## config.mk

```make
export PLATFORM = sky130hd
export DESIGN_NAME = led_matrix_scanner_flat
export DESIGN_NICKNAME = d
export VERILOG_FILES = /design/src/rtl/led_matrix_scanner_if.sv /design/src/rtl/led_matrix_scanner.sv /design/src/flat_wrapper.sv
export SDC_FILE = /design/constraint.sdc
export NUM_CORES = 1
export LEC_CHECK = 0
export CAP_MARGIN = 20
export CORE_AREA = 3 3 251 278
export DETAILED_ROUTE_END_ITERATION = 8
export DIE_AREA = 0 0 254 281
export GPL_TIMING_DRIVEN = 0
export PLACE_DENSITY = 0.57
export REMOVE_ABC_BUFFERS = 1
export SKIP_LAST_GASP = 1
export SYNTH_ARGS = -nofsm -noshare
export SYNTH_HDL_FRONTEND = slang
export SYNTH_SLANG_ARGS = --single-unit
```

## constraint.sdc

```tcl
create_clock -name CLK -period 8.8 [get_ports CLK]
set_input_delay 1.32 -clock CLK [delete_from_list [all_inputs] [get_ports CLK]]
set_output_delay 1.32 -clock CLK [all_outputs]
set_load 0.02 [all_outputs]
```

## src/rtl/led_matrix_scanner_if.sv

```systemverilog
// led_matrix_scanner_if: pixel arrays in, row/column LED drive out, between game logic and the scanner
interface led_matrix_scanner_if;
  logic EN;
  logic [15:0][15:0] RedPixels;
  logic [15:0][15:0] GrnPixels;
  logic [15:0] RowSink;
  logic [15:0] RedDriver;
  logic [15:0] GrnDriver;
  logic FrameStart;
  logic [3:0] CurRow;
  modport master (output EN, RedPixels, GrnPixels, input RowSink, RedDriver, GrnDriver, FrameStart, CurRow);
  modport slave (input EN, RedPixels, GrnPixels, output RowSink, RedDriver, GrnDriver, FrameStart, CurRow);
endinterface

```

## src/rtl/led_matrix_scanner.sv

```systemverilog
// led_matrix_scanner: row-scans a per-frame snapshot of the red/green pixel arrays onto the LED matrix
module led_matrix_scanner #(
  parameter int DWELL_CYCLES = 1000,
  parameter int BLANK_CYCLES = 50
) (
  input logic CLK,
  input logic RST,
  led_matrix_scanner_if.slave bus
);
  localparam int DW = DWELL_CYCLES > 1 ? $clog2(DWELL_CYCLES) : 1;
  localparam int BW = BLANK_CYCLES > 1 ? $clog2(BLANK_CYCLES) : 1;
  localparam logic [DW-1:0] DWELL_LAST = DW'(DWELL_CYCLES - 1);
  localparam logic [BW-1:0] BLANK_LAST = BW'(BLANK_CYCLES > 0 ? BLANK_CYCLES - 1 : 0);
  typedef enum logic [1:0] {IDLE, LOAD, BLANK, DRIVE} state_t;
  state_t state, state_n;
  logic [DW-1:0] dwell_cnt;
  logic [BW-1:0] blank_cnt;
  logic [15:0][15:0] snap_red, snap_grn;
  logic [3:0] row_n;
  logic [15:0] sink_n, red_n, grn_n;
  logic dwell_done, blank_done;
  assign dwell_done = dwell_cnt == DWELL_LAST;
  assign blank_done = blank_cnt == BLANK_LAST;
  // state, counters, snapshot and registered outputs all move on the same edge
  always_ff @(posedge CLK) begin
    if (RST) begin
      state <= IDLE;
      dwell_cnt <= '0;
      blank_cnt <= '0;
      snap_red <= '0;
      snap_grn <= '0;
      bus.RowSink <= 16'hFFFF;
      bus.RedDriver <= '0;
      bus.GrnDriver <= '0;
      bus.FrameStart <= 1'b0;
      bus.CurRow <= '0;
    end else begin
      state <= state_n;
      dwell_cnt <= (state != DRIVE || dwell_done) ? '0 : dwell_cnt + 1'b1;
      blank_cnt <= (state != BLANK || blank_done) ? '0 : blank_cnt + 1'b1;
      if (state_n == LOAD) begin
        snap_red <= bus.RedPixels;
        snap_grn <= bus.GrnPixels;
      end
      bus.RowSink <= sink_n;
      bus.RedDriver <= red_n;
      bus.GrnDriver <= grn_n;
      bus.FrameStart <= state_n == LOAD;
      bus.CurRow <= row_n;
    end
  end
  // next state and next row; EN only matters in IDLE and at the end of row 15
  always_comb begin
    state_n = state;
    row_n = bus.CurRow;
    case (state)
      IDLE: state_n = bus.EN ? LOAD : IDLE;
      LOAD: state_n = BLANK_CYCLES == 0 ? DRIVE : BLANK;
      BLANK: state_n = blank_done ? DRIVE : BLANK;
      DRIVE: if (dwell_done) begin
        state_n = bus.CurRow == 4'd15 ? (bus.EN ? LOAD : IDLE) : (BLANK_CYCLES == 0 ? DRIVE : BLANK);
        row_n = bus.CurRow == 4'd15 ? bus.CurRow : bus.CurRow + 4'd1;
      end
    endcase
    if (state_n == LOAD) row_n = '0;
  end
  // drive pattern for the state being entered; dark everywhere except DRIVE
  always_comb begin
    sink_n = state_n == DRIVE ? ~(16'h1 << row_n) : 16'hFFFF;
    red_n = state_n == DRIVE ? snap_red[row_n] : '0;
    grn_n = state_n == DRIVE ? snap_grn[row_n] : '0;
  end
endmodule

```

## src/flat_wrapper.sv

```systemverilog
// flat-port wrapper written by rule: the top's interface ports become plain ports
module led_matrix_scanner_flat 
#(
  parameter int DWELL_CYCLES = 1000,
  parameter int BLANK_CYCLES = 50
)
  (CLK, RST, bus_EN, bus_RedPixels, bus_GrnPixels, bus_RowSink, bus_RedDriver, bus_GrnDriver, bus_FrameStart, bus_CurRow);
  led_matrix_scanner_if bus_i ();
  input logic CLK;
  input logic RST;
  input wire logic [$bits(bus_i.EN)-1:0] bus_EN;
  input wire logic [$bits(bus_i.RedPixels)-1:0] bus_RedPixels;
  input wire logic [$bits(bus_i.GrnPixels)-1:0] bus_GrnPixels;
  output wire logic [$bits(bus_i.RowSink)-1:0] bus_RowSink;
  output wire logic [$bits(bus_i.RedDriver)-1:0] bus_RedDriver;
  output wire logic [$bits(bus_i.GrnDriver)-1:0] bus_GrnDriver;
  output wire logic [$bits(bus_i.FrameStart)-1:0] bus_FrameStart;
  output wire logic [$bits(bus_i.CurRow)-1:0] bus_CurRow;
  assign bus_i.EN = bus_EN;
  assign bus_i.RedPixels = bus_RedPixels;
  assign bus_i.GrnPixels = bus_GrnPixels;
  assign bus_RowSink = bus_i.RowSink;
  assign bus_RedDriver = bus_i.RedDriver;
  assign bus_GrnDriver = bus_i.GrnDriver;
  assign bus_FrameStart = bus_i.FrameStart;
  assign bus_CurRow = bus_i.CurRow;
  led_matrix_scanner #(.DWELL_CYCLES(DWELL_CYCLES), .BLANK_CYCLES(BLANK_CYCLES)) u_core (.CLK(CLK), .RST(RST), .bus(bus_i));
endmodule
```

==> impl_metrics.env, run 1 <==
export IMPL_rr_startpoint="u_core.bus.CurRow[0]"
export IMPL_cts_repair_resized=0
export IMPL_floorplan_io_pins=568
export IMPL_synthAdderAreaFrac_pct=0.213
export IMPL_cts_made_buffers=66
export IMPL_most_common_layout_cells="1166 x nand2_1, 613 x a21oi_1, 583 x dfxtp_1"
export IMPL_post_drt_via_cell_ratio=5.18
export IMPL_switching_share_pct=24.9
export IMPL_grt_pass1_wl_um=132000
export IMPL_overflow=0
export IMPL_crit_required_ps=9290
export IMPL_startpoint_type="primary input"
export IMPL_holdPathStages=1
export IMPL_yosysWarnings=0
export IMPL_number_of_global_route_vias_before_repair=21988
export IMPL_final_common_cell="nand2_1"
export IMPL_fin_ws_ps=4230
export IMPL_grt_start_max_net_pins=137
export IMPL_vdd_drop_max_mv=0.121
export IMPL_slew_limit_fails=0
export IMPL_cts_htree_levels=3
export IMPL_synth_ff_latch_count=583
export IMPL_timing_final_hold_violations=0
export IMPL_netlist_area_um2=23500
export IMPL_finalNetCount=4041
export IMPL_final_antenna_net_count=0
export IMPL_run_status="complete, no violations"
export IMPL_route_vias_total=23050
export IMPL_fmaxAchievable_mhz=219
export IMPL_drv_cap=0
export IMPL_floorplan_initialDensity_pct=34.8
export IMPL_fin_util_pct=48.8
export IMPL_multi_input_area_um2=10900
export IMPL_synthesis_area_per_instance_um2=7.61
export IMPL_layout_area_overhead_vs_synth_pct=40.1
export IMPL_r2r_worst_path_cells=11
export IMPL_hold_path_endpoint="u_core.dwell_cnt[0]"
export IMPL_cts_tree="yes"
export IMPL_synth_edff_count=0
export IMPL_cts_setup_buffers=0
export IMPL_clock_skew_final_ps=18.8
export IMPL_slew_headroom_pct=34.0
export IMPL_cell_internal_pwr_w=0.00481
export IMPL_power_frac_comb_pct=12.0
export IMPL_synthXorXnorAreaFrac_pct=0.555
export IMPL_overall_track_demand_over_capacity_in_global_routing_pct=24.1
export IMPL_placer_congestion=0.777
export IMPL_synth_simple_area_share_pct=20.9
export IMPL_post_route_drc_count=0
export IMPL_ys_types=54
export IMPL_netlist_instances=3084
export IMPL_combinational_family_with_the_most_area_after_synthesis="compound AO/OA/AOI/OAI gates"
export IMPL_worst_skew_pair_late_latency_ps=600
export IMPL_critical_path_arrival_ps=5060
export IMPL_rrSetupSlack_ps=4340
export IMPL_drt_pass1_iterations=7
export IMPL_worst_r2r_end="u_core.bus.GrnDriver[9]"
export IMPL_numClockSinks=583
export IMPL_static_leakage_power_nw=11.5
export IMPL_power_per_cell_area_nw_per_um2=195
export IMPL_period_needed_ps=4570
export IMPL_routed_wire_length_per_instance_um=20.2
export IMPL_post_route_cells_drive_above_1_share_pct=5.21
export IMPL_totalWireLength_um=89900
export IMPL_min_period_over_period_pct=51.9
export IMPL_async_flop_share_pct=0
export IMPL_seq_power_share_pct=45.0
export IMPL_holdCritStartpoint="u_core.dwell_cnt[0]"
export IMPL_synth_sequential_area_ratio_pct=49.8
export IMPL_cts_root_buffer="clkbuf_16"
export IMPL_dp_hpwl_um=59800
export IMPL_antenna_found_initial=31
export IMPL_dominantRegCellSynth="dfxtp_1"
export IMPL_cts_hold_buf=0
export IMPL_part_of_the_power_in_the_clock_network_pct=43.0
export IMPL_clkTransAtPathRegs_ps=60
export IMPL_rsz_0062_raised_after_global_routing="false"
export IMPL_critPathKind="primary input to flip-flop"
export IMPL_worstSetupEndpointType="flip-flop"
export IMPL_die_width_um=254
export IMPL_die_height_um=281
export IMPL_timing_final_setup_violations=0
export IMPL_n_fill_cell=6709
export IMPL_min_delay_path_class="flip-flop to flip-flop"
export IMPL_synth_area_mux_share_pct=1.48
export IMPL_fp_coreArea_um2=67300
export IMPL_net_switching_power_w=0.00159
export IMPL_drt_iter0_drc=1609
export IMPL_design_die_area_um2=71400
export IMPL_placement_setup_worst_slack_ps=3560
export IMPL_core_rowCount=100
export IMPL_max_fo_critical_path=26
export IMPL_ff_latch_area_um2=11700
export IMPL_count_of_buffers_from_port_buffering=567
export IMPL_worst_slew_pin_slew_ps=969
export IMPL_cts_path_max_buffers=3
export IMPL_synth_compound_gate_area_share_pct=22.8
## synthesized netlist by cell type, drive strengths merged, types with 5 or more instances
| cell type | n | area share [%] |
|---|---|---|
| o21ai | 74 | 1.6 |
| dfxtp | 583 | 50 |
| nand3 | 15 | 0.32 |
| o22ai | 23 | 0.61 |
| clkbuf | 230 | 3.7 |
| a221o | 34 | 1.5 |
| mux2 | 5 | 0.24 |
| nand2b | 5 | 0.13 |
| nor3 | 11 | 0.23 |
| a211oi | 8 | 0.26 |
| xor2 | 6 | 0.26 |
| buf | 28 | 0.63 |
| xnor2 | 8 | 0.30 |
| a21oi | 613 | 13 |
| a22oi | 75 | 2.4 |
| nand2 | 1167 | 19 |
| nor2 | 46 | 0.74 |
| a31oi | 13 | 0.35 |
| a221oi | 41 | 1.5 |
| a22o | 9 | 0.34 |
| mux2i | 29 | 1.2 |
| o221ai | 8 | 0.30 |
## kinds of logic (layout without fill, tap and decap cells)
kind of cell,count (synthesis),after routing
buffers and inverters,262,748
adder cells (fa/ha/maj),4,4
AO/OA/AOI/OAI,920,920
multiplexers,34,34
other,0,17
XOR/XNOR,14,14
AND/OR/NAND/NOR,1267,1267
flip-flops,583,583
## power by group through the flow
| stage | combinational [W] | sequential [W] | clock (W) |
|---|---|---|---|
| final | 0.000770 | 0.00289 | 0.00275 |
| after global routing | 0.000851 | 0.00290 | 0.00291 |
| after CTS | 0.000776 | 0.00288 | 0.00282 |
| after detailed placement | 0.000774 | 0.00294 | 0 |
| after global placement | 0.00102 | 0.00295 | 0 |
| after floorplan | 0.000474 | 0.00292 | 0 |
## routing by layer
| metal | part of all wire, % | vias up | track usage (%) |
|---|---|---|---|
| met5 | 0.21 | - | 0 |
| met1 | 41 | 10927 | 29.2 |
| met3 | 7.4 | 132 | 6.46 |
| li1 | - | 11358 | - |
| met4 | 1.7 | 30 | 7.10 |
| met2 | 49 | 603 | 41.7 |
## flip-flops by register name, summed over array words and instances (netlist names)
| register | count |
|---|---|
| u_core.bus.RedDriver | 16 |
| u_core.blank_cnt | 6 |
| u_core.bus.GrnDriver | 16 |
| u_core.bus.RowSink | 16 |
| u_core.snap_grn | 256 |
| u_core.snap_red | 256 |
| u_core.state | 2 |
| u_core.bus.FrameStart | 1 |
| u_core.dwell_cnt | 10 |
| u_core.bus.CurRow | 4 |
## how the worst max path moves through the flow
stage | startpoint | to | slack [ps] | depth (start not counted)
2_1_floorplan | u_core.bus.CurRow[0] | u_core.bus.GrnDriver[14] | -26580 | 7
3_3_place_gp | u_core.bus.CurRow[0] | u_core.bus.GrnDriver[13] | -78230 | 7
3_5_place_dp | bus_EN | u_core.bus.GrnDriver[14] | 3560 | 13
4_1_cts | u_core.bus.CurRow[0] | u_core.bus.GrnDriver[9] | 3980 | 10
5_1_grt | bus_EN | u_core.bus.GrnDriver[14] | 3980 | 13
6_report | bus_EN | u_core.bus.GrnDriver[14] | 4230 | 13
## worst max-delay path, stage by stage
cell and delay, ps:
clkdlybuf4s50_1 460, and4_1 270, a41oi_4 750, buf_16 260, buf_12 200, o211ai_1 240
buf_4 300, buf_4 190, buf_4 190, buf_4 190, a221oi_1 280, a221oi_1 140
a32o_1 230
## layout make-up
cell class	count	share of cell area, %
Timing Repair Buffer	628	21.3
Antenna cell	17	0.129
Clock buffer	100	6.00
Clock inverter	16	0.545
Tap cell	867	3.30
Sequential cell	583	35.5
Multi-Input combinational cell	2239	33.2
Inverter	4	0.0457
## per-stage QoR
stage               TNS [ps]  cells  instance area [um2]  hold slack, ps  power (W)
floorplan           -7727280   2826                22400             418    0.00340
global route               0   4446                32800             466    0.00667
detailed placement         0   4320                30600             441    0.00372
finish                     0   4454                32900             451    0.00641
CTS                        0   4436                32800             449    0.00648
global placement           -   4260                29200             429    0.00396
Note: power is estimated with default switching activity, not from simulation.
==> inputs of run 2 (changes only) <==
==> constraint.sdc (replaced) <==
create_clock -name CLK -period 4.54 [get_ports CLK]
set_input_delay 0.681 -clock CLK [delete_from_list [all_inputs] [get_ports CLK]]
set_output_delay 0.681 -clock CLK [all_outputs]
set_load 0.02 [all_outputs]
==> impl_metrics.env, run 2 (synthesis results as in run 1) <==
export IMPL_placer_congestion=0.777
export IMPL_numClockSinks=583
export IMPL_cts_htree_levels=3
export IMPL_post_route_drc_count=0
export IMPL_post_route_cells_drive_above_1_share_pct=5.29
export IMPL_number_of_global_route_vias_before_repair=22029
export IMPL_design_die_area_um2=71400
export IMPL_die_width_um=254
export IMPL_final_common_cell="nand2_1"
export IMPL_overall_track_demand_over_capacity_in_global_routing_pct=24.1
export IMPL_critPathKind="flip-flop to flip-flop"
export IMPL_worst_skew_pair_late_latency_ps=600
export IMPL_finalNetCount=4044
export IMPL_source_of_the_critical_timing_path="u_core.bus.CurRow[0]"
export IMPL_slew_headroom_pct=34.1
export IMPL_static_leakage_power_nw=11.5
export IMPL_crit_required_ps=4960
export IMPL_core_rowCount=100
export IMPL_post_place_cells=4320
export IMPL_run_status="complete, no violations"
export IMPL_largestRegisters="u_core.snap_grn x256, u_core.snap_red x256"
export IMPL_most_common_layout_cells="1166 x nand2_1, 613 x a21oi_1, 583 x dfxtp_1"
export IMPL_detailroute_wirelength_met3_um=6450
export IMPL_drv_cap=0
export IMPL_fin_util_pct=48.8
export IMPL_top_layer="met5"
export IMPL_met1Wirelength_um=37300
export IMPL_layoutNonFillerInstCount=4458
export IMPL_n_fill_cell=6709
export IMPL_fp_coreArea_um2=67300
export IMPL_route_vias_total=23066
export IMPL_rsz_0062_raised_after_global_routing="true"
export IMPL_routed_wire_length_per_instance_um=20.2
export IMPL_timing_final_hold_violations=0
export IMPL_totalWireLength_um=90000
export IMPL_holdCritStartpoint="u_core.dwell_cnt[0]"
export IMPL_period_needed_ps=4280
export IMPL_die_height_um=281
export IMPL_final_antenna_net_count=0
export IMPL_floorplan_io_pins=568
export IMPL_post_drt_via_cell_ratio=5.17
export IMPL_report_power_total_w=0.0124
export IMPL_cts_root_buffer="clkbuf_16"
export IMPL_timing_final_setup_violations=0
export IMPL_cts_path_max_buffers=3
export IMPL_antenna_found_initial=31
export IMPL_grt_start_max_net_pins=137
export IMPL_drt_iter0_drc=1596
export IMPL_max_fo_critical_path=50
export IMPL_min_delay_path_class="flip-flop to flip-flop"
export IMPL_holdPathStages=1
export IMPL_critical_path_arrival_ps=4700
export IMPL_rr_startpoint="u_core.bus.CurRow[0]"
export IMPL_min_period_over_period_pct=94.3
export IMPL_grt_pass1_wl_um=132000
export IMPL_layout_area_overhead_vs_synth_pct=40.2
export IMPL_clock_skew_final_ps=19.4
export IMPL_vdd_drop_max_mv=0.233
export IMPL_slew_limit_fails=0
export IMPL_startpoint_type="flip-flop"
export IMPL_cts_made_buffers=66
export IMPL_fmaxAchievable_mhz=234
export IMPL_dp_hpwl_um=59800
export IMPL_met2_length_um=44500
export IMPL_cts_tree="yes"
export IMPL_power_per_cell_area_nw_per_um2=378
export IMPL_clkTransAtPathRegs_ps=60
export IMPL_floorplan_initialDensity_pct=34.8
export IMPL_r2r_worst_path_cells=11
export IMPL_worst_slew_pin_slew_ps=987
export IMPL_overflow=0
export IMPL_drt_pass1_iterations=9
export IMPL_worstSetupEndpointType="flip-flop"
export IMPL_count_of_buffers_from_port_buffering=567
==> run 2: changes by cell type in the layout (fill, tap and decap cells not counted) <==
cell     before  now
buf_6         2    1
diode_2      17   18
buf_4         7   11
==> run 2: worst paths after layout <==
| kind | end | slack [ps] |
|---|---|---|
| hold reg to reg | u_core.dwell_cnt[0] | 450 |
| setup / recovery | u_core.bus.GrnDriver[9] | 260 |
| setup reg to reg | u_core.bus.GrnDriver[9] | 260 |
| hold / removal | u_core.dwell_cnt[0] | 450 |
==> run 2: metal layers <==
layer	vias up	track usage [%]
li1	11366	-
met1	10935	29.2
met2	597	41.7
met3	138	6.46
met4	30	7.10
met5	-	0
==> run 2: area by class of cell <==
class	instances	area, um2	share of cell area, %
multi-input cells	2239	10900	33.2
well taps	867	1080	3.30
repair buffers	631	7010	21.3
clock inverters	16	179	0.544
diodes	18	45.0	0.137
inverters	4	15.0	0.0457
clock buffers	100	1970	6.00
flip-flops and latches	583	11700	35.5
==> run 2: what timing repair did <==
| action | in CTS | in global routing |
|---|---|---|
| hold buffers | 0 | 0 |
| pin swaps | 1 | 2 |
| resized for setup | 0 | 0 |
| setup buffers | 3 | 1 |
| setup endpoints to repair | 28 | 2 |
==> run 2: where the power goes <==
| part | leakage (nW) | switching (W) | internal, W | total (W) |
|---|---|---|---|---|
| registers | 4.78 | 0.000158 | 0.00543 | 0.00559 |
| clock network | 1.06 | 0.00221 | 0.00313 | 0.00533 |
| logic | 5.70 | 0.000723 | 0.000770 | 0.00149 |
==> run 2: critical path: stages, from the launching register on <==
cell and delay, ps:
dfxtp_1 710, ha_1 320, and3_1 370, nor4_4 50
buf_4 190, mux2_4 380, buf_16 240, nand2b_4 460
buf_16 370, a221o_1 400, o21ai_0 310, o221ai_1 240
==> run 2: metrics by stage <==
stage	TNS [ps]	hold WS, ps	setup slack, ps	area [um2]
after CTS	0	449	204	32800
after global routing	-7.82	466	-7.82	32900
after global placement	-	429	-82490	29200
after detailed placement	-3080	441	-256	30600
after floorplan	-	418	-30840	22400
final	0	451	259	32900
